$ cat src/rtl/regfile_pkg.sv
// regfile_pkg: shared constants, xlen_t, hit_t and wr_hit (write-port address match, highest port wins) for regfile_mp
package regfile_pkg;
  localparam int XLEN_DEF = 32;
  localparam int NREG_DEF = 32;
  localparam int AW_MAX = 16;
  localparam int NWR_MAX = 8;
  localparam int WP_W = $clog2(NWR_MAX);
  localparam int WB_W = NWR_MAX * AW_MAX;
  typedef logic [XLEN_DEF-1:0] xlen_t;
  typedef struct packed {
    logic hit;
    logic [WP_W-1:0] idx;
  } hit_t;
  function automatic hit_t wr_hit(input logic [AW_MAX-1:0] addr, input logic [WB_W-1:0] waddr_bus,
                                  input logic [NWR_MAX-1:0] wren_bus, input int nwr, input int aw);
    hit_t r;
    logic [AW_MAX-1:0] m;
    r = '0;
    m = AW_MAX'((32'd1 << aw) - 32'd1);
    for (int j = 0; j < NWR_MAX; j++)
      if (j < nwr && wren_bus[j] && (AW_MAX'(waddr_bus >> (j * aw)) & m) == addr)
        r = '{hit: 1'b1, idx: WP_W'(j)};
    return r;
  endfunction
endpackage

$ cat src/rtl/regfile_mp_if.sv
// regfile_mp_if: register file bus (read addr/data/busy, write enable/addr/data, alloc); master drives requests, slave answers
interface regfile_mp_if import regfile_pkg::*; #(
  parameter int XLEN = XLEN_DEF,
  parameter int NREG = NREG_DEF,
  parameter int NRD = 2,
  parameter int NWR = 1
);
  localparam int AW = $clog2(NREG);
  logic [NRD*AW-1:0] raddr;
  logic [NRD*XLEN-1:0] rdata;
  logic [NRD-1:0] rbusy;
  logic [NWR-1:0] wren;
  logic [NWR*AW-1:0] waddr;
  logic [NWR*XLEN-1:0] wdata;
  logic alloc_en;
  logic [AW-1:0] alloc_addr;
  modport master (output raddr, wren, waddr, wdata, alloc_en, alloc_addr, input rdata, rbusy);
  modport slave (input raddr, wren, waddr, wdata, alloc_en, alloc_addr, output rdata, rbusy);
endinterface

$ cat src/rtl/regfile_scoreboard.sv
// regfile_scoreboard: busy bit per register, set by alloc_en/alloc_addr, cleared by any write in wren/waddr, alloc wins; out busy
module regfile_scoreboard import regfile_pkg::*; #(
  parameter int NREG = NREG_DEF,
  parameter int NWR = 1,
  parameter int ZERO_REG = 1,
  localparam int AW = $clog2(NREG)
) (
  input  logic clk,
  input  logic rst,
  input  logic [NWR-1:0] wren,
  input  logic [NWR*AW-1:0] waddr,
  input  logic alloc_en,
  input  logic [AW-1:0] alloc_addr,
  output logic [NREG-1:0] busy
);
  logic [NREG-1:0] clr;
  hit_t h;
  always_comb begin
    clr = '0;
    h = '0;
    for (int i = 0; i < NREG; i++) begin
      h = wr_hit(AW_MAX'(i), WB_W'(waddr), NWR_MAX'(wren), NWR, AW);
      clr[i] = h.hit;
    end
  end
  always_ff @(posedge clk or posedge rst)
    if (rst) busy <= '0;
    else
      for (int i = 0; i < NREG; i++)
        busy[i] <= (ZERO_REG != 0 && i == 0) ? 1'b0
                 : (alloc_en && alloc_addr == AW'(i)) || (busy[i] && !clr[i]);
endmodule

$ cat src/rtl/regfile_mp.sv
// regfile_mp: NRD-read/NWR-write register file with busy scoreboard; ports i_clk, i_rst, bus (regfile_mp_if.slave); REGFILE_BYPASS_EN adds same-cycle write-through
module regfile_mp import regfile_pkg::*; #(
  parameter int XLEN = XLEN_DEF,
  parameter int NREG = NREG_DEF,
  parameter int NRD = 2,
  parameter int NWR = 1,
  parameter int ZERO_REG = 1
) (
  input logic i_clk,
  input logic i_rst,
  regfile_mp_if.slave bus
);
  localparam int AW = $clog2(NREG);
  logic [XLEN-1:0] mem [NREG];
  logic [XLEN-1:0] wd [NWR_MAX];
  logic [NREG-1:0] busy;
  hit_t whit [NREG];
  logic [AW-1:0] ra;
`ifdef REGFILE_BYPASS_EN
  hit_t rh;
  logic byp;
`endif
  for (genvar j = 0; j < NWR_MAX; j++) begin : g_wd
    if (j < NWR) begin : g_on
      assign wd[j] = bus.wdata[j*XLEN +: XLEN];
    end else begin : g_off
      assign wd[j] = '0;
    end
  end
  always_comb
    for (int i = 0; i < NREG; i++)
      whit[i] = wr_hit(AW_MAX'(i), WB_W'(bus.waddr), NWR_MAX'(bus.wren), NWR, AW);
  always_ff @(posedge i_clk or posedge i_rst)
    if (i_rst)
      for (int i = 0; i < NREG; i++) mem[i] <= '0;
    else
      for (int i = 0; i < NREG; i++)
        if (whit[i].hit && !(ZERO_REG != 0 && i == 0)) mem[i] <= wd[whit[i].idx];
  regfile_scoreboard #(.NREG(NREG), .NWR(NWR), .ZERO_REG(ZERO_REG)) u_sb (
    .clk(i_clk),
    .rst(i_rst),
    .wren(bus.wren),
    .waddr(bus.waddr),
    .alloc_en(bus.alloc_en),
    .alloc_addr(bus.alloc_addr),
    .busy(busy)
  );
  always_comb begin
    bus.rdata = '0;
    bus.rbusy = '0;
    ra = '0;
`ifdef REGFILE_BYPASS_EN
    rh = '0;
    byp = 1'b0;
`endif
    for (int k = 0; k < NRD; k++) begin
      ra = bus.raddr[k*AW +: AW];
`ifdef REGFILE_BYPASS_EN
      rh = wr_hit(AW_MAX'(ra), WB_W'(bus.waddr), NWR_MAX'(bus.wren), NWR, AW);
      // the write-through path must not leak pending data while reset holds everything at zero
      byp = rh.hit && !i_rst;
      bus.rdata[k*XLEN +: XLEN] = (ZERO_REG != 0 && ra == '0) ? '0 : byp ? wd[rh.idx] : mem[ra];
      bus.rbusy[k] = (byp && !(bus.alloc_en && bus.alloc_addr == ra)) ? 1'b0 : busy[ra];
`else
      bus.rdata[k*XLEN +: XLEN] = (ZERO_REG != 0 && ra == '0) ? '0 : mem[ra];
      bus.rbusy[k] = busy[ra];
`endif
    end
  end
endmodule

$ cat src/flat_wrapper.sv
// flat-port wrapper written by rule: the top's interface ports become plain ports
module regfile_mp_flat import regfile_pkg::*;
#(
  parameter int XLEN = XLEN_DEF,
  parameter int NREG = NREG_DEF,
  parameter int NRD = 2,
  parameter int NWR = 1,
  parameter int ZERO_REG = 1
)
  (i_clk, i_rst, bus_raddr, bus_wren, bus_waddr, bus_wdata, bus_alloc_en, bus_alloc_addr, bus_rdata, bus_rbusy);
  regfile_mp_if #(.XLEN(XLEN), .NREG(NREG), .NRD(NRD), .NWR(NWR)) bus_i ();
  input logic i_clk;
  input logic i_rst;
  input wire logic [$bits(bus_i.raddr)-1:0] bus_raddr;
  input wire logic [$bits(bus_i.wren)-1:0] bus_wren;
  input wire logic [$bits(bus_i.waddr)-1:0] bus_waddr;
  input wire logic [$bits(bus_i.wdata)-1:0] bus_wdata;
  input wire logic [$bits(bus_i.alloc_en)-1:0] bus_alloc_en;
  input wire logic [$bits(bus_i.alloc_addr)-1:0] bus_alloc_addr;
  output wire logic [$bits(bus_i.rdata)-1:0] bus_rdata;
  output wire logic [$bits(bus_i.rbusy)-1:0] bus_rbusy;
  assign bus_i.raddr = bus_raddr;
  assign bus_i.wren = bus_wren;
  assign bus_i.waddr = bus_waddr;
  assign bus_i.wdata = bus_wdata;
  assign bus_i.alloc_en = bus_alloc_en;
  assign bus_i.alloc_addr = bus_alloc_addr;
  assign bus_rdata = bus_i.rdata;
  assign bus_rbusy = bus_i.rbusy;
  regfile_mp #(.XLEN(XLEN), .NREG(NREG), .NRD(NRD), .NWR(NWR), .ZERO_REG(ZERO_REG)) u_core (.i_clk(i_clk), .i_rst(i_rst), .bus(bus_i));
endmodule
$ cat config.mk
export PLATFORM = sky130hd
export DESIGN_NAME = regfile_mp_flat
export DESIGN_NICKNAME = d
export VERILOG_FILES = /design/src/rtl/regfile_pkg.sv /design/src/rtl/regfile_mp_if.sv /design/src/rtl/regfile_scoreboard.sv /design/src/rtl/regfile_mp.sv /design/src/flat_wrapper.sv
export SDC_FILE = /design/constraint.sdc
export NUM_CORES = 2
export LEC_CHECK = 0
export CAP_MARGIN = 20
export CORE_ASPECT_RATIO = 0.75
export CORE_UTILIZATION = 38
export CTS_BUF_LIST = sky130_fd_sc_hd__clkbuf_16
export CTS_CLUSTER_SIZE = 28
export DETAILED_ROUTE_END_ITERATION = 12
export SLEW_MARGIN = 0
export SYNTH_ARGS = -nofsm -noshare
export SYNTH_HDL_FRONTEND = slang
export SYNTH_SLANG_ARGS = --single-unit
$ cat constraint.sdc
create_clock -name i_clk -period 49.9 [get_ports i_clk]
set_input_delay 9.98 -clock i_clk [delete_from_list [all_inputs] [get_ports i_clk]]
set_output_delay 9.98 -clock i_clk [all_outputs]
set_load 0.05 [all_outputs]
# [Word-level counts from Yosys, hierarchy flattened]
# Index checks and enable logic that the tools add are counted.
# Widths: inputs -> output; s select.
[totals] reg_bits=1023 inputBits=56 elab_cells=455 output_inout_bits=66
[classes] order_cmp=35 bitwise=33 n_eq_ne=62 n_reduce_logical=157 n_mux=136
[ops] cell="$bmux 32 s3" n=31
[ops] cell="$mux 32" n=68
[ops] cell="$bmux 32 s5" n=2
[ops] cell="$eq 5x5->1 const B" n=32
[ops] cell="$ge 4x4->1 const B" n=31
[ops] cell="$mux 4" n=31
[ops] cell="$not 3->4" n=31
[ops] cell="$logic_and 1x1->1" n=93
[ops] cell="$eq 5x4->1 const B" n=16
[ops] cell="$eq 5x3->1 const B" n=8
[ops] cell="$logic_not 1->1" n=31
[ops] cell="$logic_or 1x1->1" n=31
[ops] cell="$eq 5x2->1 const B" n=4
[ops] cell="$ge 6x6->1 const B" n=2
[ops] cell="$lt 5x6->1 const B" n=2
[ops] cell="$not 5->6" n=2
[ops] cell="$bmux 1 s5" n=2
[ops] cell="$eq 5x1->1 const B" n=2
[ops] cell="$logic_not 5->1" n=2
[ops] cell="$mux 1" n=2

# [Longest topological paths before layout]
[logic_depth] ltp_word=7 depth_mapped=9 mapped_depth_nobuf=5

# [By module]
# Synthesis repeated with hierarchy kept, for this count alone.
[unflattened] hier_cells=3952 hier_area_um2=55101.6
[modules_own_cells] mod="regfile_mp" cells_per_inst=3825 n_inst=1 area_per_inst_um2=53785.3 seq_area_each_um2=24823.8
[modules_own_cells] mod="regfile_scoreboard" cells_per_inst=127 n_inst=1 area_per_inst_um2=1316.3 seq_area_each_um2=775.7

# [Worst setup path after synthesis]
# OpenSTA, ideal clock, no wires.
[synth_path] path_kind="input-to-output" start="input port bus_raddr[5]" end="output port bus_rdata[51]" cell_stages=9 path_slack_ps=27518 arrival_time_ps=12402 n_path_buf=4 t_required_ps=39920 cell_sequence="buf_2 -> buf_2 -> nor2b_1 -> buf_2 -> buf_2 -> a22oi_1 -> a21oi_1 -> a211oi_1 -> a221oi_1"
[synth_between] elab_chain_len=5 elab_cells_between_ends=6
[synth_rtl] element="start: declaration" line="flat_wrapper.sv:14" rtl="input wire logic [$bits(bus_i.raddr)-1:0] bus_raddr;"
[synth_rtl] element="$not 5->6 (not written as such)" line="regfile_mp.sv:65" rtl="bus.rdata[k*XLEN +: XLEN] = (ZERO_REG != 0 && ra == '0) ? '0 : mem[ra];"
[synth_rtl] element="$bmux 32 s5" line="regfile_mp.sv:65"
[synth_rtl] element="$mux 32 (not written as such) (2 in a row)" line="regfile_mp.sv:65"
[synth_rtl] element="$mux 32 (*)" line="regfile_mp.sv:65"
[synth_rtl] element="end: declaration" line="flat_wrapper.sv:20" rtl="output wire logic [$bits(bus_i.rdata)-1:0] bus_rdata;"
# Mark *: on every way between the ends. The rest lies on a longest branch, timed or not. The select of a mux whose other input is x is not followed.

# [Worst setup path after layout]
[layout_path] start="input port bus_raddr[0]" end="output port bus_rdata[19]"
# Same word-level chain as after synthesis.

==> run metrics <==
total number of vias 34500; CTS Hold Buffers Added 0; Yosys top cell area share a little under half; max-cap violations 0; Vias/cell ~6.2; vias in the first global route ~35000; Synth cell types 42; GR Util met2 between 30 and 40%; Syn Inst Count roughly 3700; Synth-to-Final Area Change 11.6%; DR DRC count 0; CTS clock-pin slew for the worst setup and hold paths approximately 0.07 ns; DR iter-0 viols between 3000 and 4000; final hold violation count 0; crit end category output pin; global route hottest layer met1; Synth Register Bits 1023; Die Ht about 330 um; crit path launch type input pin; Placed Area about 58000 um2; CTS H-tree depth 3; Synth area leaders dfrtp_1, mux2_2, mux4_2; Final Cell Area a little over 60000 um2; Post-synth ARST share 100%; clk_lat worst skew a little over 0.7 ns; Slew headroom between 20% and 30%; Die ar. between 100000 and 150000 um2; status finished clean; DRT Pass-1 Iters 5; clock buffer count from CTS 109; post-synthesis net count between 3000 and 4000; post-DP HPWL around 100 mm; initial core utilization a little under two fifths; final worst path period share between 40 and 50%; largest net degree at the start of global routing around 170; maximum fanout along the worst path 65; critical path required time around 40 ns; commonest non-fill, non-tap cell in the layout mux2_2; Setup Viol. Count Final 0; clock sink count between 1000 and 1500; Ports between 100 and 150; row count 120; Worst Path Arrival between 10 and 15 ns; final max-slew violation count 0; Post-CTS Setup Repair Bufs 0; Global Route met3 Usage 5.13%; global route overflow 0; GRT Resource Usage Total roughly a quarter; cell taking the most area after synthesis dfrtp_1; Nets roughly 3600; setup_tns 0 ns; register area share after synthesis between 40% and 50%; antenna viol nets, final 0; Core ar. around 140000 um2; post-cts resize count 0; Clock Root Buffer clkbuf_16; RePlAce Congestion between 0.8 and 0.9; Synth Cell Area approximately 55000 um2; first-pass GRT wire length around 250 mm; CTS tree done; Peak Freq just over 40 MHz; port bufs approximately 120; Synth Flop Type dfrtp_1; detailed-route wire length 172 mm; initial antenna violation count 12; Mean Syn Cell Area 15.0 um2; Final Critical Period between 20 and 25 ns; hold crit path type reg -> reg; RSZ-0062 raised after global routing no; EDFF count, synth 0; share of layout cells above drive strength 1 around 50%; PwrDens about 40 nW/um2; clk_skew 0 ns; Slew @ Worst Pin around 1.1 ns; Setup CP Type in -> out; Clock Path Buffers 3; WL/cell around 30 um; warnings from Yosys 32; worst IR drop on VDD around 0.027 mV; Die Wd 441 um; commonest non-fill, non-tap cells in the layout mux2_2, dfrtp_1, mux4_2; Lkg Pwr around 26 nW; met1 Usage GRT roughly 36%
==> cells in the mapped netlist (all sizes together), types with 32 or more instances <==
| cell type | instances |
|---|---|
| buf | 207 |
| mux4 | 459 |
| a221oi | 64 |
| dfrtp | 1023 |
| nor2b | 76 |
| mux2 | 1094 |
| a211oi | 32 |
| nand2 | 33 |
| nor3 | 40 |
| mux2i | 165 |
| o22ai | 39 |
| or3 | 33 |
| clkbuf | 186 |
| nor2 | 55 |
==> sequential cells by signal, indices dropped and copies added, names as in the netlist <==
| signal | count |
|---|---|
| u_core.mem | 992 |
| u_core.u_sb.busy | 31 |
==> power breakdown <==
part | switching (mW) | total [mW] | internal (mW)
Clock | 0.356 | 0.786 | 0.431
Sequential | 0.118 | 1.11 | 0.994
Combinational | 0.238 | 0.560 | 0.322
Total | 0.713 | 2.46 | 1.75
==> worst max-delay path: stages <==
cell and delay [ns]:
buf_8 0.59, buf_4 0.78, buf_4 0.84, mux4_2 0.59
mux2i_1 0.15, o22ai_1 0.12, or3_1 0.52, clkdlybuf4s50_1 0.75
==> area by class of cell <==
cell class                 count  area (um2)
fill                       12800       81800
multi-input combinational   2222       27700
sequential                  1023       25600
clock buffer                 110        2750
tap                         1891        2370
timing repair buffer         218        2240
clock inverter                92         624
inverter                      13        56.3
antenna                        4        10.0
==> path summary, 6_finish.rpt <==
check / slack [ns] / startpoint / end / cells past startpoint
min in group asynchronous: 9.83 / i_rst / u_core.mem[396]$_DFFE_PP0P_ / 2
worst max-delay path: 25.45 / bus_raddr[0] / bus_rdata[19] / 8
worst max register to register: 49.05 / u_core.mem[957]$_DFFE_PP0P_ / u_core.mem[957]$_DFFE_PP0P_ / 1
worst min register to register: 0.52 / u_core.u_sb.busy[11]$_DFF_PP0_ / u_core.u_sb.busy[11]$_DFF_PP0_ / 2
worst min-delay path: 0.52 / u_core.u_sb.busy[11]$_DFF_PP0_ / u_core.u_sb.busy[11]$_DFF_PP0_ / 2
max in group asynchronous: 36.98 / i_rst / u_core.mem[512]$_DFFE_PP0P_ / 5
==> cell families after synthesis <==
family	after synthesis	share of synthesized area [%]
AOI/OAI and AO/OA	236	3.13
buffers and inverters	406	3.39
DFF	1023	46.6
muxes	1718	44.3
and+or+nand+nor	268	2.58
==> metal layers <==
metal	up-vias	share of wire [%]
li1	14000	-
met1	19000	46
met2	1251	44
met3	264	7.3
met4	2	2.4
met5	-	0.0075
==> metrics by stage <==
stage               total power, mW  util [%]  hold slack [ns]  setup WS, ns  std cells
finish                         2.46      42.8            0.520         25.45       5573
CTS                            2.47      42.6            0.518         25.39       5557
floorplan                      1.53         -            0.460         11.13       3651
global route                   2.57      42.8            0.535         25.15       5572
global placement               1.66      40.2            0.496         25.39       5352
detailed placement             1.68      40.3            0.503         25.39       5355
(Power assumes the default switching activity.)
